===== config.mk =====
export PLATFORM = sky130hd
export DESIGN_NAME = pc_fetch_unit_flat
export DESIGN_NICKNAME = d
export VERILOG_FILES = /design/src/rtl/pc_fetch_if.sv /design/src/rtl/pc_fetch_unit.sv /design/src/flat_wrapper.sv
export SDC_FILE = /design/constraint.sdc
export NUM_CORES = 1
export LEC_CHECK = 0
export CORE_MARGIN = 2
export CORE_UTILIZATION = 46
export CTS_CLUSTER_DIAMETER = 150
export DETAILED_ROUTE_END_ITERATION = 12
export PLACE_DENSITY_LB_ADDON = 0.15
export SYNTH_ARGS = -nofsm -noshare
export SYNTH_HDL_FRONTEND = slang
export SYNTH_SLANG_ARGS = --single-unit

===== constraint.sdc =====
create_clock -name clk -period 4.37 [get_ports clk]
set_clock_uncertainty 0.15 [all_clocks]
set_input_delay 0.437 -clock clk [delete_from_list [all_inputs] [get_ports clk]]
set_output_delay 0.437 -clock clk [all_outputs]
set_load 0.005 [all_outputs]

===== src/rtl/pc_fetch_if.sv =====
// Bundle of instruction-memory handshake and control-unit signals around the fetch stage.
interface pc_fetch_if;
    logic        imem_req;
    logic [31:0] imem_addr;
    logic        imem_ready;
    logic [31:0] imem_rdata;
    logic [31:0] instr;
    logic [5:0]  op;
    logic [5:0]  func;
    logic        instr_valid;
    logic        retire;
    logic [1:0]  branch;
    logic [31:0] rs_data;
    logic [31:0] pc;
    logic [31:0] pc_plus4;
    logic        fault;

    // Fetch unit side
    modport master (
        output imem_req, imem_addr, instr, op, func, instr_valid, pc, pc_plus4, fault,
        input  imem_ready, imem_rdata, retire, branch, rs_data
    );

    // Memory / control-unit side
    modport slave (
        input  imem_req, imem_addr, instr, op, func, instr_valid, pc, pc_plus4, fault,
        output imem_ready, imem_rdata, retire, branch, rs_data
    );
endinterface


===== src/rtl/pc_fetch_unit.sv =====
// Program counter and instruction fetch stage: fetches one word per retire over a
// req/ready handshake, holds it for the control unit and steps the PC by the Branch code.
//
// state | meaning
// IDLE  | one settling cycle after reset release
// FETCH | imem_req high at pc, waiting for imem_ready
// EXEC  | instr valid, waiting for retire
// HALT  | misaligned jr target seen; frozen until reset
module pc_fetch_unit #(
    parameter logic [31:0] RESET_PC = 32'h0000_0000
) (
    input  logic       clk,
    input  logic       rst_n,
    pc_fetch_if.master bus
);

    typedef enum logic [1:0] {IDLE, FETCH, EXEC, HALT} state_t;

    state_t      state_q, state_d;
    logic [31:0] pc_q, pc_d;
    logic [31:0] instr_q, instr_d;
    logic        fault_q, fault_d;

    logic [31:0] pc_plus4;
    logic [31:0] br_offset;
    logic [31:0] jump_target;
    logic [31:0] next_pc;
    logic        jr_misaligned;

    // Next-PC candidates; all arithmetic wraps modulo 2^32
    always_comb begin
        pc_plus4      = pc_q + 32'd4;
        br_offset     = {{14{instr_q[15]}}, instr_q[15:0], 2'b00};
        jump_target   = {pc_plus4[31:28], instr_q[25:0], 2'b00};
        jr_misaligned = (bus.branch == 2'b11) && (bus.rs_data[1:0] != 2'b00);
        case (bus.branch)
            2'b00:   next_pc = pc_plus4;
            2'b01:   next_pc = pc_plus4 + br_offset;
            2'b10:   next_pc = jump_target;
            default: next_pc = bus.rs_data;
        endcase
    end

    // Next-state logic for the fetch/exec sequencer
    always_comb begin
        state_d = state_q;
        pc_d    = pc_q;
        instr_d = instr_q;
        fault_d = fault_q;
        case (state_q)
            IDLE: state_d = FETCH;
            FETCH: begin
                if (bus.imem_ready) begin
                    instr_d = bus.imem_rdata;
                    state_d = EXEC;
                end
            end
            EXEC: begin
                if (bus.retire) begin
                    if (jr_misaligned) begin
                        fault_d = 1'b1;
                        state_d = HALT;
                    end else begin
                        pc_d    = next_pc;
                        state_d = FETCH;
                    end
                end
            end
            HALT: fault_d = 1'b1;
            default: state_d = IDLE;
        endcase
    end

    // State registers; reset abandons any request in flight
    always_ff @(posedge clk or negedge rst_n) begin
        if (!rst_n) begin
            state_q <= IDLE;
            pc_q    <= RESET_PC;
            instr_q <= 32'h0;
            fault_q <= 1'b0;
        end else begin
            state_q <= state_d;
            pc_q    <= pc_d;
            instr_q <= instr_d;
            fault_q <= fault_d;
        end
    end

    // Outputs decoded from state and registers
    always_comb begin
        bus.imem_req    = (state_q == FETCH);
        bus.imem_addr   = pc_q;
        bus.instr_valid = (state_q == EXEC);
        bus.instr       = instr_q;
        bus.op          = instr_q[31:26];
        bus.func        = instr_q[5:0];
        bus.pc          = pc_q;
        bus.pc_plus4    = pc_plus4;
        bus.fault       = fault_q;
    end

endmodule


===== src/flat_wrapper.sv =====
// flat-port wrapper written by rule: the top's interface ports become plain ports
module pc_fetch_unit_flat 
#(
    parameter logic [31:0] RESET_PC = 32'h0000_0000
)
  (clk, rst_n, bus_imem_req, bus_imem_addr, bus_instr, bus_op, bus_func, bus_instr_valid, bus_pc, bus_pc_plus4, bus_fault, bus_imem_ready, bus_imem_rdata, bus_retire, bus_branch, bus_rs_data);
  pc_fetch_if bus_i ();
  input  logic clk;
  input  logic rst_n;
  output wire logic [$bits(bus_i.imem_req)-1:0] bus_imem_req;
  output wire logic [$bits(bus_i.imem_addr)-1:0] bus_imem_addr;
  output wire logic [$bits(bus_i.instr)-1:0] bus_instr;
  output wire logic [$bits(bus_i.op)-1:0] bus_op;
  output wire logic [$bits(bus_i.func)-1:0] bus_func;
  output wire logic [$bits(bus_i.instr_valid)-1:0] bus_instr_valid;
  output wire logic [$bits(bus_i.pc)-1:0] bus_pc;
  output wire logic [$bits(bus_i.pc_plus4)-1:0] bus_pc_plus4;
  output wire logic [$bits(bus_i.fault)-1:0] bus_fault;
  input wire logic [$bits(bus_i.imem_ready)-1:0] bus_imem_ready;
  input wire logic [$bits(bus_i.imem_rdata)-1:0] bus_imem_rdata;
  input wire logic [$bits(bus_i.retire)-1:0] bus_retire;
  input wire logic [$bits(bus_i.branch)-1:0] bus_branch;
  input wire logic [$bits(bus_i.rs_data)-1:0] bus_rs_data;
  assign bus_imem_req = bus_i.imem_req;
  assign bus_imem_addr = bus_i.imem_addr;
  assign bus_instr = bus_i.instr;
  assign bus_op = bus_i.op;
  assign bus_func = bus_i.func;
  assign bus_instr_valid = bus_i.instr_valid;
  assign bus_pc = bus_i.pc;
  assign bus_pc_plus4 = bus_i.pc_plus4;
  assign bus_fault = bus_i.fault;
  assign bus_i.imem_ready = bus_imem_ready;
  assign bus_i.imem_rdata = bus_imem_rdata;
  assign bus_i.retire = bus_retire;
  assign bus_i.branch = bus_branch;
  assign bus_i.rs_data = bus_rs_data;
  pc_fetch_unit #(.RESET_PC(RESET_PC)) u_core (.clk(clk), .rst_n(rst_n), .bus(bus_i));
endmodule

# After elaboration in Yosys (flattened, before gate mapping)
# Cells that the tools add are included.
# classes
add_sub_neg,2
eq_ne,9
n_mux,8
bitwise,1
n_reduce_logical,10
# ops
op,n
32-bit one-hot mux with 3 select lines,1
32-bit by 3-bit adder with 32-bit output (second input constant),1
32-bit adder,1
3-bit AND reduction,3
2-bit equality test (second input constant),4
2-bit 2-to-1 mux,3
2-bit by 1-bit != test with 1-bit output (second input constant),3
2-bit one-hot mux with 3 select lines,1
2-bit by 1-bit equality test with 1-bit output (second input constant),2
2-bit zero test,2
2-bit nonzero test,2
3-bit nonzero test,1
1-bit 2-to-1 mux,2
1-bit one-hot mux with 2 select lines,1
2-bit AND reduction,1
1-bit logical AND,1
1-bit NOT,1
# word_totals
ff_bits,67
in_bits,70
out_inout_bits,143

# Longest topological paths before layout
# Gate-level depths: netlist of run 1.
# depth
word_depth,5
mapped_depth,17
ltp_nobuf,14

# Worst setup path after synthesis of run 1
# Ideal clock, no wire load.
# synth_path
path_kind,register to register
start,"register u_core.pc_q[10], in the netlist u_core.bus.imem_addr[10]"
end,"register u_core.pc_q[31], in the netlist u_core.bus.imem_addr[31]"
arrival_time_ns,3.444
required_time_ns,4.110
path_slack_ns,0.666
stages_incl_launch_ff,18
n_path_buf,3
synth_period_minus_slack_ns,3.704
cell_sequence,dfrtp_1 -> clkbuf_2 -> nand3_2 -> or4_4 -> nor2b_1 -> buf_2 -> nand3_1 -> xnor2_1 -> ha_1 -> clkbuf_1 -> inv_1 -> o21ai_0 -> a221oi_1 -> o21a_1 -> or3_1 -> o21ai_0 -> nor2_1 -> o41ai_1
# synth_via
elab_chain_len,3
# synth_rtl
element,line_no,text
"start, declared",pc_fetch_unit.sv:20,"logic [31:0] pc_q, pc_d;"
"start signal, assigned",pc_fetch_unit.sv:83,pc_q <= pc_d;
32-bit by 3-bit adder with 32-bit output,pc_fetch_unit.sv:32,pc_plus4 = pc_q + 32'd4;
named net bus_pc_plus4[25],flat_wrapper.sv:17,output wire logic [$bits(bus_i.pc_plus4)-1:0] bus_pc_plus4;
32-bit adder,pc_fetch_unit.sv:38,2'b01: next_pc = pc_plus4 + br_offset;
32-bit one-hot mux with 3 select lines,pc_fetch_unit.sv:36,case (bus.branch)
# The timed path passes the listed nets, and every way through them passes these cells.
# A chain may end at the register's enable or synchronous reset.

# Final worst setup path of run 1
# layout_path
start,"register u_core.pc_q[13], in the netlist u_core.bus.imem_addr[13]"
end,"register u_core.pc_q[31], in the netlist u_core.bus.imem_addr[31]"
# layout_via
elab_chain_len,3
# layout_rtl
element,line_no
32-bit by 3-bit adder with 32-bit output *,pc_fetch_unit.sv:32
32-bit adder,pc_fetch_unit.sv:38
32-bit one-hot mux with 3 select lines *,pc_fetch_unit.sv:36
# Mark *: on every way between the ends. The rest lies on a longest branch, timed or not.

==> results of run 1 <==
cells in the mapped netlist (14+ instances only):
cell,n
o21ai_0,32
buf_4,46
mux2_2,38
nor2_1,48
nor3_1,14
nand3_1,18
nand2_1,73
dfrtp_1,67
xnor2_1,27
a21oi_1,38
inv_1,22
xor2_1,18
ha_1,40
worst max-delay path: cells and delay by family (launching register included):
family	cells	cell delay, ns
xor gates and xnor gates	1	0.19
and+or+nand+nor	6	1.40
buffers and inverters	2	0.27
adders and majority gates	1	0.44
DFF	1	0.49
AOI/OAI and AO/OA	5	1.06
flip-flops by register name (all words and copies together) (netlist names):
register / flops
u_core.state_q: 2
u_core.bus.fault: 1
u_core.bus.instr: 32
u_core.bus.imem_addr: 32
layout by cell type, fill, tap and decap left out, types with 3 or more instances in the layout:
| cell type | synthesis | final |
|---|---|---|
| a21o_1 | 11 | 11 |
| o22ai_1 | 5 | 5 |
| clkbuf_16 | 0 | 9 |
| mux2i_1 | 8 | 8 |
| dfrtp_1 | 67 | 66 |
| clkdlybuf4s50_1 | 0 | 210 |
| a221oi_1 | 5 | 5 |
| nor2b_1 | 5 | 5 |
| a31oi_1 | 7 | 7 |
| inv_1 | 22 | 22 |
| mux4_2 | 12 | 12 |
| nand2_1 | 73 | 73 |
| o31ai_1 | 3 | 3 |
| xor2_1 | 18 | 18 |
| ha_1 | 40 | 39 |
| and3_1 | 8 | 8 |
| buf_4 | 46 | 13 |
| a21boi_0 | 4 | 4 |
| o21a_1 | 8 | 8 |
| a21oi_1 | 38 | 38 |
| o221ai_1 | 3 | 3 |
| clkinv_2 | 0 | 3 |
| o21bai_1 | 6 | 6 |
| o211ai_1 | 4 | 4 |
| or2_2 | 4 | 4 |
| xnor2_1 | 27 | 26 |
| nor2_1 | 48 | 47 |
| nand3_1 | 18 | 18 |
| o21ai_0 | 32 | 32 |
| and4_1 | 5 | 5 |
| nor3_1 | 14 | 14 |
| nand4_1 | 10 | 10 |
| a41oi_1 | 3 | 3 |
| mux2_2 | 38 | 38 |
logic make-up (layout without fill, tap and decap cells):
family | after synthesis | count (layout) | share of synthesized area (%)
xor+xnor | 46 | 46 | 7.072
simple gates | 204 | 204 | 16.56
flops | 67 | 67 | 28.46
buf+inv | 90 | 262 | 8.707
compound gates | 153 | 153 | 17.16
mux | 58 | 58 | 13.21
fa+ha+maj | 41 | 41 | 8.834
layout make-up:
class	instances	area (µm²)
sequential	67	1678
fill	1048	4345
clock buffer	11	252.7
tap	172	215.2
clock inverter	5	75.07
timing repair buffer	224	2205
multi-input combinational	502	3715
inverter	22	82.58
per-stage QoR:
stage	area, µm²	hold slack [ns]	utilization [%]	instances	setup slack, ns
floorplan	5892	-0.008591	-	659	0.6657
global placement	7884	0.3165	62.73	987	0.3388
detailed placement	7884	0.3268	62.73	987	0.2109
CTS	8212	0.1118	65.34	1003	0.2083
global route	8223	0.1463	65.43	1003	0.01368
finish	8223	0.07108	65.43	1003	0.2335
routing by layer:
layer / global-route usage (%) / part of all wire, % / routed length [µm]
met1: 40.01 / 44 / 8748
met2: 45.75 / 45 / 9008
met3: 7.209 / 8.5 / 1701
met4: 11.37 / 2.9 / 583
met5: 0 / 0 / 0
final timing paths:
kind | startpoint | end | cells past startpoint
min | rst_n | u_core.bus.imem_addr[31] | 1
max reg2reg | u_core.bus.imem_addr[13] | u_core.bus.imem_addr[31] | 15
min reg2reg | u_core.bus.fault | u_core.bus.fault | 2
max in group asynchronous | rst_n | u_core.bus.imem_addr[10] | 1
max | u_core.bus.imem_addr[13] | u_core.bus.imem_addr[31] | 15
min in group clk | u_core.bus.fault | u_core.bus.fault | 2
report_power, final:
group          switching [mW]  internal, mW  leakage, nW
combinational            2.15          2.47         2.45
clock                   0.294         0.528        0.165
sequential              0.458         0.910        0.806
repair_timing:
action / in CTS / in global routing
setup buffers: 0 / 0
hold endpoints to repair: 0 / 0
endpoints found under the setup margin: 0 / 1
gates resized for setup: 0 / 3
==> impl_metrics.json, run 1 <==
{
  "required_ns": 4.44,
  "htreeDepth": 3,
  "avgSynthCellArea_um2": 8.941,
  "dr.pass1.iters": 5,
  "drc_errors": 0,
  "wl_per_cell_um": 19.98,
  "yosysSeqAreaShare_pct": 28.46,
  "clk_latency_ns": 0.35,
  "yosys_warnings": 0,
  "power_mw": 6.809,
  "root_buffer": "clkbuf_16",
  "p_per_area_mw_per_mm2": 828.0,
  "global_route.overflow_total": 0,
  "fin_setup_tns_ns": 0,
  "die_w_um": 117.2,
  "fmax_mhz": 241.8,
  "start_kind": "register",
  "ys_top_cells_by_area": "dfrtp_1 (28%), ha_1 (8.5%), mux2_2 (7.3%)",
  "grtUsageTotal_pct": 29.53,
  "initial_core_util_pct": 46.88,
  "worstPathArrival_ns": 4.21,
  "worstMarginPinSlew_ns": 0.9018,
  "grt_pass1_wl_um": 30660,
  "place_congestion": 1.034,
  "dp_hpwl_um": 15290,
  "crit_slowest_cell": "or4_4",
  "grt_max_degree": 68,
  "cts_buffers": 9,
  "clk_path_buf_depth": 2,
  "worstPathMaxFanout": 8,
  "drt_iter0_drc": 436,
  "synthFlopType": "dfrtp_1",
  "fin_nets": 937,
  "final-hold-violation-count": 0,
  "maxCapViolations": 0,
  "ant_nets": 0,
  "synthCells": 659,
  "slew_headroom_pct": 39.88,
  "rrSetupSlack_ns": 0.23,
  "cts_tree": "built",
  "ir_drop_uv": 436.7,
  "critPathKind": "reg2reg",
  "portBuffers": 212,
  "viasPerCell": 5.807,
  "rsz0062_at_grt": "false",
  "critPathMaxStageDelay_ns": 0.61,
  "ys_ff_latch": 67,
  "crit_path_end_kind": "register",
  "setup_viol": 0,
  "wl_um": 20040,
  "cp_cell_sequence": "nand3_2, or4_4, nor2b_1, buf_4, nand3_1, xnor2_1, ha_2, inv_1, o21ai_0, a221oi_1, o21a_1, or3_1, o21ai_0, nor2_1, o41ai_1",
  "synth.distinct_cells": 70,
  "drv_slew": 0,
  "synth_nets": 770,
  "ioPinCount": 213,
  "antenna_found_initial": 0,
  "rows": 41,
  "hold_class": "in2async",
  "die_h_um": 117.2,
  "dieArea_mm2": 0.01373,
  "synth_area_mm2": 0.005892,
  "syn_to_final_growth_pct": 39.56,
  "clkTransAtPathRegs_ns": 0.06,
  "antenna_cells": 0,
  "cts.sinks": 67,
  "p_leak_nw": 3.425,
  "status": "complete, no violations",
  "num_vias": 5824,
  "period_share_pct": 94.66,
  "min_period_ns": 4.136,
  "grt_pass1_vias": 5670,
  "async_reset_ff_share_pct": 100.0,
  "synth_top_area_cell": "dfrtp_1",
  "coreArea_mm2": 0.01257,
  "synth_enable_flop_cells": 0,
  "drive_above_1_share_pct": 11.79,
  "crit_top_cell": "o21ai_0",
  "synth_top_area_share_pct": 28.46,
  "cts_hold_buf": 0
}
Power figures use the tool's default switching activity.
==> inputs of run 2 (changes only) <==
CORE_ASPECT_RATIO = 0.9   (was default)
CORE_UTILIZATION = 42   (was 46)
clock period = 3.4 ns   (was 4.37 ns; I/O delays follow)
==> run 2 against run 1 <==
The run now ends with hold timing, setup timing left. First-iteration DRC count down 23%. Cell count up 14%. Worst hold slack lost 0.11 ns. Largest cell class unchanged. Largest power group unchanged. Critical path depth down 1. Flip-flop and latch count unchanged. Non-clock buffer count rose by 140. Combinational power grew 81%. Setup slack lost 0.32 ns. Utilization increased by 5.9 points. Maximum frequency is 19% higher. Sequential share of layout area down 3.4 points.
==> impl_metrics.json, run 2 (synthesis results as in run 1) <==
{
  "post-route-util_pct": 71.33,
  "reg2reg_depth": 14,
  "instances_no_fill": 1144,
  "p_per_area_mw_per_mm2": 1117,
  "wl_um": 22730,
  "rrSetupSlack_ns": -0.09,
  "drive_above_1_share_pct": 32.96,
  "maxCapViolations": 0,
  "dr.pass1.iters": 4,
  "cts.sinks": 67,
  "drc_errors": 0,
  "p_leak_nw": 4.238,
  "use_met1_pct": 41.01,
  "viasPerCell": 5.526,
  "dieArea_mm2": 0.01499,
  "fin_setup_tns_ns": -0.3315,
  "mostFrequentLayoutCells": "clkdlybuf4s50_1 (208), buf_4 (149), nand2_1 (70), dfrtp_1 (62), nor2_1 (44)",
  "violations": "hold timing, setup timing",
  "critPathMaxStageDelay_ns": 0.39,
  "wl_per_cell_um": 19.87,
  "crit_slowest_cell": "dfrtp_2",
  "status": "finished, violations left",
  "antenna_found_initial": 1,
  "ioPinCount": 213,
  "grt_pass1_vias": 6391,
  "drt_iter0_drc": 337,
  "htreeDepth": 3,
  "seq_power_share_pct": 14.9,
  "cts_buffers": 9,
  "dp_hpwl_um": 16860,
  "die_w_um": 128.9,
  "worstMarginPinSlew_ns": 0.9341,
  "r2r_end": "u_core.bus.imem_addr[27]",
  "clkTransAtPathRegs_ns": 0.07,
  "ir_drop_uv": 709.2,
  "p_int_mw": 6.444,
  "nFillCells": 1066,
  "initial_core_util_pct": 42.54,
  "num_vias": 6322,
  "final-hold-violation-count": 24,
  "clk_path_buf_depth": 2,
  "rows": 41,
  "top_usage_layer": "met2",
  "final_common_cell": "clkdlybuf4s50_1",
  "critPathTopFamily": "simple AND/OR/NAND/NOR gates",
  "multi_input_area_mm2": 0.004318,
  "hold_class": "in2async",
  "ant_nets": 0,
  "timing.rr.start": "u_core.bus.imem_addr[4]",
  "start_kind": "register",
  "worstPathArrival_ns": 3.58,
  "register_area_mm2": 0.001683,
  "crit_path_end_kind": "register",
  "met3_usage_pct": 7.604,
  "power_mw": 11.04,
  "cts_tree": "built",
  "rsz0062_at_grt": "true",
  "switchingPower_mw": 4.594,
  "grt.met2_usage_pct": 48.32,
  "holdWs_ns": -0.03926,
  "cp_cell_sequence": "and4_4, and4_2, nand3_1, xnor2_2, ha_4, a21o_1, a21o_1, nor3_2, nand3_2, buf_4, a31oi_4, o21ai_2, o32ai_2, nor2_1",
  "fin_nets": 1077,
  "p_sw_share_pct": 41.62,
  "clk_latency_ns": 0.36,
  "drv_slew": 0,
  "setup_ws_ns": -0.08828,
  "worstPathMaxFanout": 5,
  "crit_top_cell": "a21o_1",
  "fmax_mhz": 286.7,
  "place_congestion": 0.9548,
  "root_buffer": "clkbuf_16",
  "coreArea_mm2": 0.01385,
  "critPathKind": "reg2reg",
  "required_ns": 3.49,
  "period_share_pct": 102.6,
  "p_clk_share_pct": 9.2,
  "die_h_um": 116.4,
  "min_period_ns": 3.488,
  "slew_headroom_pct": 37.73,
  "grtUsageTotal_pct": 30.17,
  "syn_to_final_growth_pct": 67.68,
  "share_comb_of_total_power_pct": 76.0,
  "post-place-cells": 1106,
  "global_route.overflow_total": 0,
  "portBuffers": 212,
  "grt_pass1_wl_um": 34530,
  "setup_viol": 8,
  "crit_buf_inv": 1,
  "dp_slack_ns": -0.3059,
  "grt_max_degree": 68
}
-- run 2: area by class of cell --
cell class,instances,area share [%]
Timing Repair Buffer,364,33.08
Sequential cell,67,17.03
Tap cell,172,2.178
Inverter,22,0.8359
Clock buffer,10,2.419
Clock inverter,6,0.7219
Antenna cell,1,0.02533
Multi-Input combinational cell,502,43.71
-- run 2: per-layer routing --
| layer | vias up | routed length, µm |
|---|---|---|
| li1 | 2961 | - |
| met1 | 3082 | 10340 |
| met2 | 244 | 10500 |
| met3 | 35 | 1461 |
| met4 | 0 | 431 |
| met5 | - | 0 |
-- run 2: how the worst max path moves through the flow --
stage	start	endpoint	slack [ns]	depth (start not counted)
global placement	u_core.bus.imem_addr[4]	u_core.bus.imem_addr[18]	-0.25	13
global route	u_core.bus.imem_addr[2]	u_core.bus.imem_addr[18]	-0.27	13
floorplan	u_core.bus.imem_addr[15]	u_core.bus.imem_addr[31]	-0.01	15
finish	u_core.bus.imem_addr[4]	u_core.bus.imem_addr[27]	-0.09	14
CTS	u_core.bus.imem_addr[4]	u_core.bus.imem_addr[18]	-0.05	13
detailed placement	u_core.bus.imem_addr[4]	u_core.bus.imem_addr[18]	-0.31	13
-- run 2: power by group through the flow --
| stage | Combinational, mW | Sequential (mW) | Clock (mW) |
|---|---|---|---|
| 2_1_floorplan | 3.72 | 1.65 | 0 |
| 3_3_place_gp | 7.11 | 1.58 | 0 |
| 3_5_place_dp | 7.18 | 1.61 | 0 |
| 4_1_cts | 7.63 | 1.61 | 1.03 |
| 5_1_grt | 9.04 | 1.69 | 1.06 |
| 6_report | 8.38 | 1.64 | 1.01 |
-- run 2: timing repair --
item	4_1_cts	5_1_grt
setup endpoints to repair	17	20
pin swaps	22	23
hold buffers	0	0
setup buffers	9	13
resized for setup	40	64
-- run 2: worst register-to-register path, cell delays in order (launching register included) --
cell     delay [ns]
dfrtp_2        0.39
and4_4         0.25
and4_2         0.27
nand3_1        0.13
xnor2_2        0.24
ha_4           0.26
a21o_1         0.20
a21o_1         0.25
nor3_2         0.21
nand3_2        0.17
buf_4          0.19
a31oi_4        0.20
o21ai_2        0.11
o32ai_2        0.29
nor2_1         0.06
-- run 2: per-stage QoR --
step | instance area [µm²] | hold slack [ns]
4_1_cts | 9447 | 0.01503
2_1_floorplan | 5982 | -0.1056
3_5_place_dp | 8841 | 0.3487
5_1_grt | 9877 | 0.03157
3_3_place_gp | 8841 | 0.3348
6_report | 9879 | -0.03926
==> inputs of run 3 (changes only) <==
CTS_BUF_LIST = sky130_fd_sc_hd__clkbuf_4 sky130_fd_sc_hd__clkbuf_8 sky130_fd_sc_hd__clkbuf_16   (was default)
SLEW_MARGIN = 30   (was default)
==> run 3 against run 2 <==
The flow finishes with violations (setup timing). Register-to-register slack is essentially flat. First-iteration DRC count increased by 25%. Design area increased by 0.14%. Clock power hardly changed. Critical path depth is 2 higher. Maximum frequency is 0.19% higher. Cell count about the same. Sequential share of layout area about the same. Via count grew 0.38%. Combinational power about the same. Power barely moved. Setup slack better by 0.0064 ns. Critical path type unchanged. Largest power group unchanged. Highest routed layer unchanged.
==> impl_metrics.json, run 3 (synthesis results as in run 1) <==
{
  "drt_iter0_drc": 422,
  "critPathMaxStageDelay_ns": 0.39,
  "switchingPower_mw": 4.594,
  "min_period_ns": 3.482,
  "clk_latency_ns": 0.36,
  "cts.sinks": 67,
  "crit_slowest_cell": "dfrtp_2",
  "p_per_area_mw_per_mm2": 1116,
  "setup_viol": 8,
  "clkTransAtPathRegs_ns": 0.07,
  "antenna_found_initial": 1,
  "die_h_um": 116.4,
  "seq_power_share_pct": 14.9,
  "portBuffers": 212,
  "cts_tree": "built",
  "grt_max_degree": 68,
  "mostFrequentLayoutCells": "clkdlybuf4s50_1 (208), buf_4 (148), nand2_1 (70), dfrtp_1 (62), nor2_1 (44)",
  "register_area_mm2": 0.001683,
  "violations": "setup timing",
  "crit_path_end_kind": "register",
  "die_w_um": 128.9,
  "ir_drop_uv": 707.0,
  "htreeDepth": 3,
  "cts_buffers": 9,
  "rows": 41,
  "share_comb_of_total_power_pct": 75.9,
  "hold_class": "in2reg",
  "p_sw_share_pct": 41.62,
  "worstPathArrival_ns": 3.57,
  "wl_per_cell_um": 19.86,
  "fmax_mhz": 287.2,
  "viasPerCell": 5.542,
  "worstPathMaxFanout": 4,
  "dp_slack_ns": -0.3059,
  "initial_core_util_pct": 42.54,
  "final-hold-violation-count": 0,
  "start_kind": "register",
  "rsz0062_at_grt": "true",
  "grt_pass1_wl_um": 34530,
  "ant_nets": 0,
  "placed_area_mm2": 0.008841,
  "nFillCells": 1065,
  "fin_nets": 1078,
  "dieArea_mm2": 0.01499,
  "final_area_mm2": 0.009893,
  "num_vias": 6346,
  "setup_ws_ns": -0.08184,
  "dr.pass1.iters": 5,
  "grt_pass1_vias": 6391,
  "status": "finished, violations left",
  "place_congestion": 0.9548,
  "multi_input_area_mm2": 0.004318,
  "global_route.overflow_total": 0,
  "slew_headroom_pct": 50.23,
  "root_buffer": "clkbuf_16",
  "ioPinCount": 213,
  "dp_hpwl_um": 16860,
  "drv_slew": 0,
  "wl_um": 22740,
  "period_share_pct": 102.4,
  "p_clk_share_pct": 9.2,
  "coreArea_mm2": 0.01385,
  "drc_errors": 0,
  "maxCapViolations": 0,
  "required_ns": 3.49,
  "clk_path_buf_depth": 2,
  "cp_cell_sequence": "nand4_1, buf_6, nor4_4, and3_4, nand3_4, xnor2_2, ha_4, a21o_1, a31o_2, nor3_2, nand3_2, buf_4, a31oi_4, o21ai_2, o32ai_2, nor2_1",
  "power_mw": 11.04,
  "critPathKind": "reg2reg",
  "syn_to_final_growth_pct": 67.91,
  "grtUsageTotal_pct": 30.17,
  "worstMarginPinSlew_ns": 0.7461,
  "drive_above_1_share_pct": 32.92,
  "p_leak_nw": 4.243,
  "p_int_mw": 6.443,
  "final_common_cell": "clkdlybuf4s50_1"
}
[run 3: cell count changes in the layout (fill, tap and decap cells not counted), sizes merged]
cell | before | now
dlygate4sd3 | 0 | 1
[run 3: stage by stage]
stage	hold WS, ns	util [%]	cells	setup TNS (ns)
6_report	0.2246	71.43	1145	-0.2967
5_1_grt	0.2681	71.41	1144	-2.494
4_1_cts	0.01503	68.20	1131	-0.1784
3_5_place_dp	0.3487	63.83	1106	-2.240
3_3_place_gp	0.3348	63.83	1106	-1.600
2_1_floorplan	-0.1056	-	659	-0.02528
[run 3: per-layer routing]
layer  up-vias  part of all wire [%]  track usage (%)
met1      3077                    45            41.01
li1       2964                     -                -
met4         0                   1.8            7.971
met5         -                     0                0
met2       272                    46            48.32
met3        33                   7.2            7.604
[run 3: final cells by class]
class | count | area share (%)
repair buffers | 365 | 33.17
clock buffers | 10 | 2.416
flip-flops and latches | 67 | 17.01
well taps | 172 | 2.175
multi-input cells | 502 | 43.64
diodes | 1 | 0.02529
clock inverters | 6 | 0.7209
inverters | 22 | 0.8347
[run 3: timing repair]
action                                 4_1_cts  5_1_grt
pin swaps                                   22       23
endpoints found under the hold margin        0       67
resized for setup                           40       64
setup endpoints to repair                   17       20
buffers inserted                             9       13
hold buffers                                 0        1
[run 3: worst paths after layout]
check	from	endpoint	slack [ns]	cells past startpoint
worst min register to register	u_core.bus.fault	u_core.bus.fault	0.37	2
min in group asynchronous	rst_n	u_core.bus.instr[10]	0.41	2
worst max-delay path	u_core.bus.imem_addr[4]	u_core.bus.imem_addr[27]	-0.08	16
worst min-delay path	bus_branch[0]	u_core.bus.imem_addr[25]	0.22	4
max in group asynchronous	rst_n	u_core.bus.imem_addr[5]	2.18	2
worst max register to register	u_core.bus.imem_addr[4]	u_core.bus.imem_addr[27]	-0.08	16
[run 3: worst max-delay path: cells and delay by family, from the launching register on]
kind	cells	cell delay, ns
compound gates	5	1.05
xor+xnor	1	0.17
fa+ha+maj	1	0.17
buf+inv	2	0.36
flops	1	0.39
simple gates	7	1.08
[run 3: power by group through the flow]
stage               clock network (mW)  registers, mW  logic (mW)
floorplan                            0           1.65        3.72
global placement                     0           1.58        7.11
detailed placement                   0           1.61        7.18
CTS                               1.03           1.61        7.63
global route                      1.06           1.70        9.04
finish                            1.02           1.64        8.38
==> patch 1, RTL diff (config.mk and constraints of run 3) <==
`instr_q` no longer has a reset.
--- a/src/rtl/pc_fetch_unit.sv
+++ b/src/rtl/pc_fetch_unit.sv
@@ -78,3 +78,2 @@
             pc_q    <= RESET_PC;
-            instr_q <= 32'h0;
             fault_q <= 1'b0;
@@ -83,5 +82,8 @@
             pc_q    <= pc_d;
-            instr_q <= instr_d;
             fault_q <= fault_d;
         end
+    end
+
+    always_ff @(posedge clk) begin
+        instr_q <= instr_d;
     end
Function: differs if rst_n is asserted again (counterexample within 4 cycles, from zero or initial values and one cycle with rst_n low); with rst_n held inactive, the same outputs for 4 cycles.
==> patch 1 against run 3 <==
The run still ends with negative setup slack left. Sequential cell count unchanged. Synthesized area down 5.4%. Worst setup slack lost 0.0013 ns. Power fell by 20%. Final area is 5.5% lower. Via count decreased by 6.3%. Wire length down 7.1%. Sequential power decreased by 15%. Largest cell class unchanged.
==> patch 1: results (changes against run 3) <==
| Metric | Value |
|---|---|
| Status | finished with violations (unchanged) |
| Failing checks | negative setup slack (unchanged) |
| R2R depth | 13 (was 16) |
| Initial antenna violation count | 0 (was 1) |
| Register Area | 0.00184 mm^2 (was 0.00168 mm^2) |
| RePlAce Congestion | 0.967 (was 0.955) |
| DR vias | 5,945 (was 6,346) |
| Count of multi-input gates | 440 (was 502) |
| Max VDD drop | 631 uV (was 707 uV) |
| Diodes inserted | 0 (was 1) |
| Area contributors post-synth | edfxtp_1, dfrtp_1, ha_1 (was dfrtp_1, ha_1, mux2_2) |
| First-pass GRT wire length | 31,200 um (was 34,500 um) |
| Layout cells sized above 1 | 29.2% (was 32.9%) |
| Total Wirelength | 21,100 um (was 22,700 um) |
| Hold_sp | bus_branch[1] (was bus_branch[0]) |
| H-Tree Depth | 3 (unchanged) |
| CP max FO | 7 (was 4) |
| Final setup violation count | 3 (was 8) |
| PnR worst setup slack | -0.0831 ns (was -0.0818 ns) |
| Clock-cell share of area | 3.34% (was 3.14%) |
| Worst Path Class, Setup | reg -> reg (unchanged) |
| Top cells by count, synth | nand2_1, buf_4, ha_1 (was nand2_1, dfrtp_1, nor2_1) |
| Max clock buf depth | 2 (unchanged) |
| Yosys warning count | 0 (unchanged) |
| HPWL Detailed | 15,300 um (was 16,900 um) |
| Worst-skew pair later-pin latency | 0.35 ns |
| Relative slew slack | 39.7% (was 50.2%) |
| Signal buffers | 349 (was 365) |
| EDFF count, synth | 32 (was 0) |
| Worst setup path startpoint | u_core.bus.imem_addr[2] (was u_core.bus.imem_addr[4]) |
| Fraction of registers with async set/reset | 52.2% (was 100%) |
| Vias in the first global route | 5,845 (was 6,391) |
| Dpl ws | -0.128 ns (was -0.306 ns) |
| CP Data Arrival Time | 3.56 ns (was 3.57 ns) |
| Fin nets | 994 (was 1,078) |
| Hold depth | 2 (was 4) |
| Nonclk inv count | 16 (was 22) |
| WHS | 0.280 ns (was 0.225 ns) |
| Signal buf overhead | 33.9% (was 33.2%) |
| Sequential area share after synthesis | 32.9% (was 28.5%) |
| Synth Net Count | 698 (was 770) |
| Pleak | 0.00393 uW (was 0.00424 uW) |
| Clock root buffer master | clkbuf_16 (unchanged) |
| # clock sinks | 67 (unchanged) |
| Fillers | 918 (was 1,065) |
| All-Layer GR Usage | 28.0% (was 30.2%) |
| Starting DRT DRC Count | 498 (was 422) |
| Hold Path Sink | u_core.bus.imem_addr[0] (was u_core.bus.imem_addr[25]) |
| Multi-input combinational cell area | 0.00376 mm^2 (was 0.00432 mm^2) |
| Synth cell types | 62 (was 70) |
## patch 1: kinds of logic (layout without fill, tap and decap cells)
logic type / Yosys count / in the layout / synth area share, %
XOR/XNOR: 53 / 53 / 8.32
flip-flops: 67 / 67 / 32.9
AND/OR/NAND/NOR: 182 / 182 / 15.3
multiplexers: 30 / 30 / 8.73
AO/OA/AOI/OAI: 134 / 134 / 16.4
adder cells (fa/ha/maj): 41 / 41 / 9.33
buffers and inverters: 80 / 381 / 8.97
## patch 1: per-layer routing
metal  GRT usage, %  vias up  wire [um]
met4           10.7        0        721
met3           6.90       61       1850
met2           47.0      336      10200
met5              0        -          0
li1               -     2709          -
met1           35.1     2839       8370
## patch 1: critical path, cell delays in order, from the launching register on
cell and delay [ns]:
dfrtp_2 0.42, buf_6 0.15, ha_2 0.20, nand3_2 0.12, xnor2_2 0.25, ha_4 0.26
a21oi_1 0.17, o21ai_2 0.09, buf_6 0.13, o41ai_4 0.44, o21ai_2 0.09, xor2_1 0.16
mux4_2 0.45, mux2_4 0.26
## patch 1: metrics by stage
stage               TNS (ns)  std cells  cell area (um^2)  total power [uW]
global route           -1.08       1052              9350              9260
CTS                        0       1030              8800              8070
detailed placement    -0.538       1007              8300              6790
finish                -0.218       1052              9350              8800
floorplan                  0        587              5610              4180
global placement      -0.293       1007              8300              6710
## patch 1: timing repair
item	in CTS	in global routing
setup endpoints to repair	12	15
pin swaps	10	46
endpoints found under the hold margin	14	0
hold buffers	1	0
buffers inserted	6	22
gates resized for setup	26	74
## patch 1: power groups by stage
stage	logic (uW)	registers (uW)	clock network [uW]
after floorplan	2700	1480	0
after global placement	5340	1370	0
after detailed placement	5410	1380	0
after CTS	5660	1370	1040
after global routing	6770	1430	1060
final	6380	1400	1020
==> patch 2, RTL diff (settings of run 3) <==
Without the edit above. Remove the case item `2'b01` of the case on `bus.branch`.
--- a/src/rtl/pc_fetch_unit.sv
+++ b/src/rtl/pc_fetch_unit.sv
@@ -37,3 +37,2 @@
             2'b00:   next_pc = pc_plus4;
-            2'b01:   next_pc = pc_plus4 + br_offset;
             2'b10:   next_pc = jump_target;
Check against the original RTL: not equivalent (Yosys sat finds a counterexample within 4 cycles, from zero or initial values and one cycle with rst_n low).
==> patch 2 against run 3 <==
Utilization is 7.6 points lower. Final area shrank 35%. Clock power fell by 9.9%. Hold slack better by 0.095 ns. Worst setup slack better by 0.36 ns. Wire length is 42% lower. Synthesized area is 26% lower. Sequential share of layout area rose by 8.9 points. Global-route usage fell by 6.3 points. Count of clock-buffer cells in the layout up 1. Critical path depth decreased by 11. Sequential cell count did not move. Power fell by 53%. Via count shrank 38%. Critical endpoint is now bus_pc_plus4[31].
==> patch 2: results (changes against run 3) <==
| Metric | Value |
|---|---|
| Area contributors post-synth | dfrtp_1, mux2_2, buf_4 (was dfrtp_1, ha_1, mux2_2) |
| Status | completed (was finished with violations) |
| Initial antenna violation count | 0 (was 1) |
| M1 GR Usage | 29.6% (was 41.0%) |
| R2r setup slk | 1.05 ns (was -0.08 ns) |
| Fin nets | 672 (was 1,078) |
| Relative slew slack | 47.9% (was 50.2%) |
| Synth cell types | 61 (was 70) |
| Number of setup buffers added after CTS | 0 (was 9) |
| Fillers | 927 (was 1,065) |
| Starting DRT DRC Count | 246 (was 422) |
| CP max FO | 10 (was 4) |
| Worst-skew pair later-pin latency | 0.33 ns (was 0.36 ns) |
| CTS buffer count | 9 (unchanged) |
| Vias in the first global route | 3,971 (was 6,391) |
| All-Layer GR Usage | 23.9% (was 30.2%) |
| Via/cell ratio | 5.45 (was 5.54) |
| Hold crit path type | in -> async (was in -> reg) |
| Routing usage on met3 | 7.19% (was 7.60%) |
| Layout cells sized above 1 | 12.7% (was 32.9%) |
| Synth Net Count | 513 (was 770) |
| Max VDD drop | 397 uV (was 707 uV) |
| CTS clk-pin slew, worst paths | 0.05 ns (was 0.07 ns) |
| Post_cts resized | 0 (was 40) |
| RePlAce Congestion | 0.839 (was 0.955) |
| CP Data Arrival Time | 2.63 ns (was 3.57 ns) |
| Worst setup path startpoint | u_core.bus.imem_addr[8] (was u_core.bus.imem_addr[4]) |
| Diodes inserted | 0 (was 1) |
| HPWL Detailed | 9690 um (was 16,900 um) |
| Yosys warning count | 0 (unchanged) |
| Top cells by count, synth | dfrtp_1, buf_4, o21ai_0 (was nand2_1, dfrtp_1, nor2_1) |
| Critical R2R Capture | u_core.bus.imem_addr[25] (was u_core.bus.imem_addr[27]) |
| Pleak | 0.00263 uW (was 0.00424 uW) |
| Drt pass-1 iters | 4 (was 5) |
| Total Wirelength | 13,300 um (was 22,700 um) |
| Fraction of registers with async set/reset | 100% (unchanged) |
| First-pass GRT wire length | 21,300 um (was 34,500 um) |
| Port Buffer Count | 212 (unchanged) |
| R2R depth | 7 (was 16) |
| Crit Reg-Reg Startpoint | u_core.state_q[0] (was u_core.bus.imem_addr[4]) |
| Sequential area share after synthesis | 38.7% (was 28.5%) |
| GRT met2 Usage | 41.1% (was 48.3%) |
| Post-DP Area | 0.00616 mm^2 (was 0.00884 mm^2) |
[patch 2: changes by cell type after synthesis, moves of 12 or more]
cell     change
nand2_1     -49
ha_1        -34
nor2_1      -22
a21oi_1     -18
nand3_1     -13
xnor2_1     -13
mux4_2      -12
[patch 2: critical path: stages, from the launching register on]
cell and delay [ns]:
dfrtp_1 0.50, and4_4 0.30, nand4_1 0.29, or3_1 0.53, xnor2_1 0.16, clkdlybuf4s50_1 0.52
[patch 2: metrics by stage]
| stage | utilization (%) | total power [uW] | hold slack (ns) | worst slack, ns | instances |
|---|---|---|---|---|---|
| after global routing | 63.8 | 5510 | 0.336 | 0.148 | 728 |
| after global placement | 60.6 | 4210 | 0.322 | 0.650 | 712 |
| final | 63.8 | 5170 | 0.319 | 0.279 | 728 |
| after detailed placement | 60.6 | 4270 | 0.340 | 0.644 | 712 |
| after CTS | 63.4 | 5220 | 0.0327 | 0.289 | 726 |
| after floorplan | - | 2790 | -0.106 | 1.29 | 437 |
[patch 2: cell families (layout without fill, tap and decap cells)]
kind of cell / count (synthesis) / after routing / share of synthesized area, %
DFF: 67 / 67 / 38.7
AOI/OAI and AO/OA: 112 / 112 / 17.5
xor gates and xnor gates: 28 / 28 / 5.66
adders and majority gates: 6 / 6 / 1.73
muxes: 39 / 39 / 9.93
buffers and inverters: 85 / 247 / 13.2
and+or+nand+nor: 100 / 100 / 13.3
[patch 2: routing by layer]
| metal | share of wire [%] | vias to the layer above |
|---|---|---|
| li1 | - | 1861 |
| met1 | 41 | 1940 |
| met2 | 50 | 150 |
| met3 | 7.7 | 14 |
| met4 | 1.3 | 0 |
| met5 | 0 | - |
[patch 2: cell type report]
class                      instances  area (um^2)  share of cell area [%]
clock buffer                      11          246                    3.80
clock inverter                     3         40.0                   0.618
inverter                          11         41.3                   0.637
multi-input combinational        285         2090                    32.2
sequential                        67         1680                    25.9
tap                              129          161                    2.49
timing repair buffer             222         2220                    34.3
[patch 2: report_power, final]
part | total, uW | internal [uW] | switching (uW) | leakage [uW]
Sequential | 1650 | 1160 | 495 | 0.000809
Clock | 919 | 585 | 334 | 0.000145
Combinational | 2600 | 1750 | 854 | 0.00168
[patch 2: how the worst max path moves through the flow]
stage                                   to  slack (ns)
after floorplan           bus_pc_plus4[24]        1.29
after global placement    bus_pc_plus4[31]        0.65
after detailed placement  bus_pc_plus4[31]        0.64
after CTS                 bus_pc_plus4[31]        0.29
after global routing      bus_pc_plus4[31]        0.15
final                     bus_pc_plus4[31]        0.28
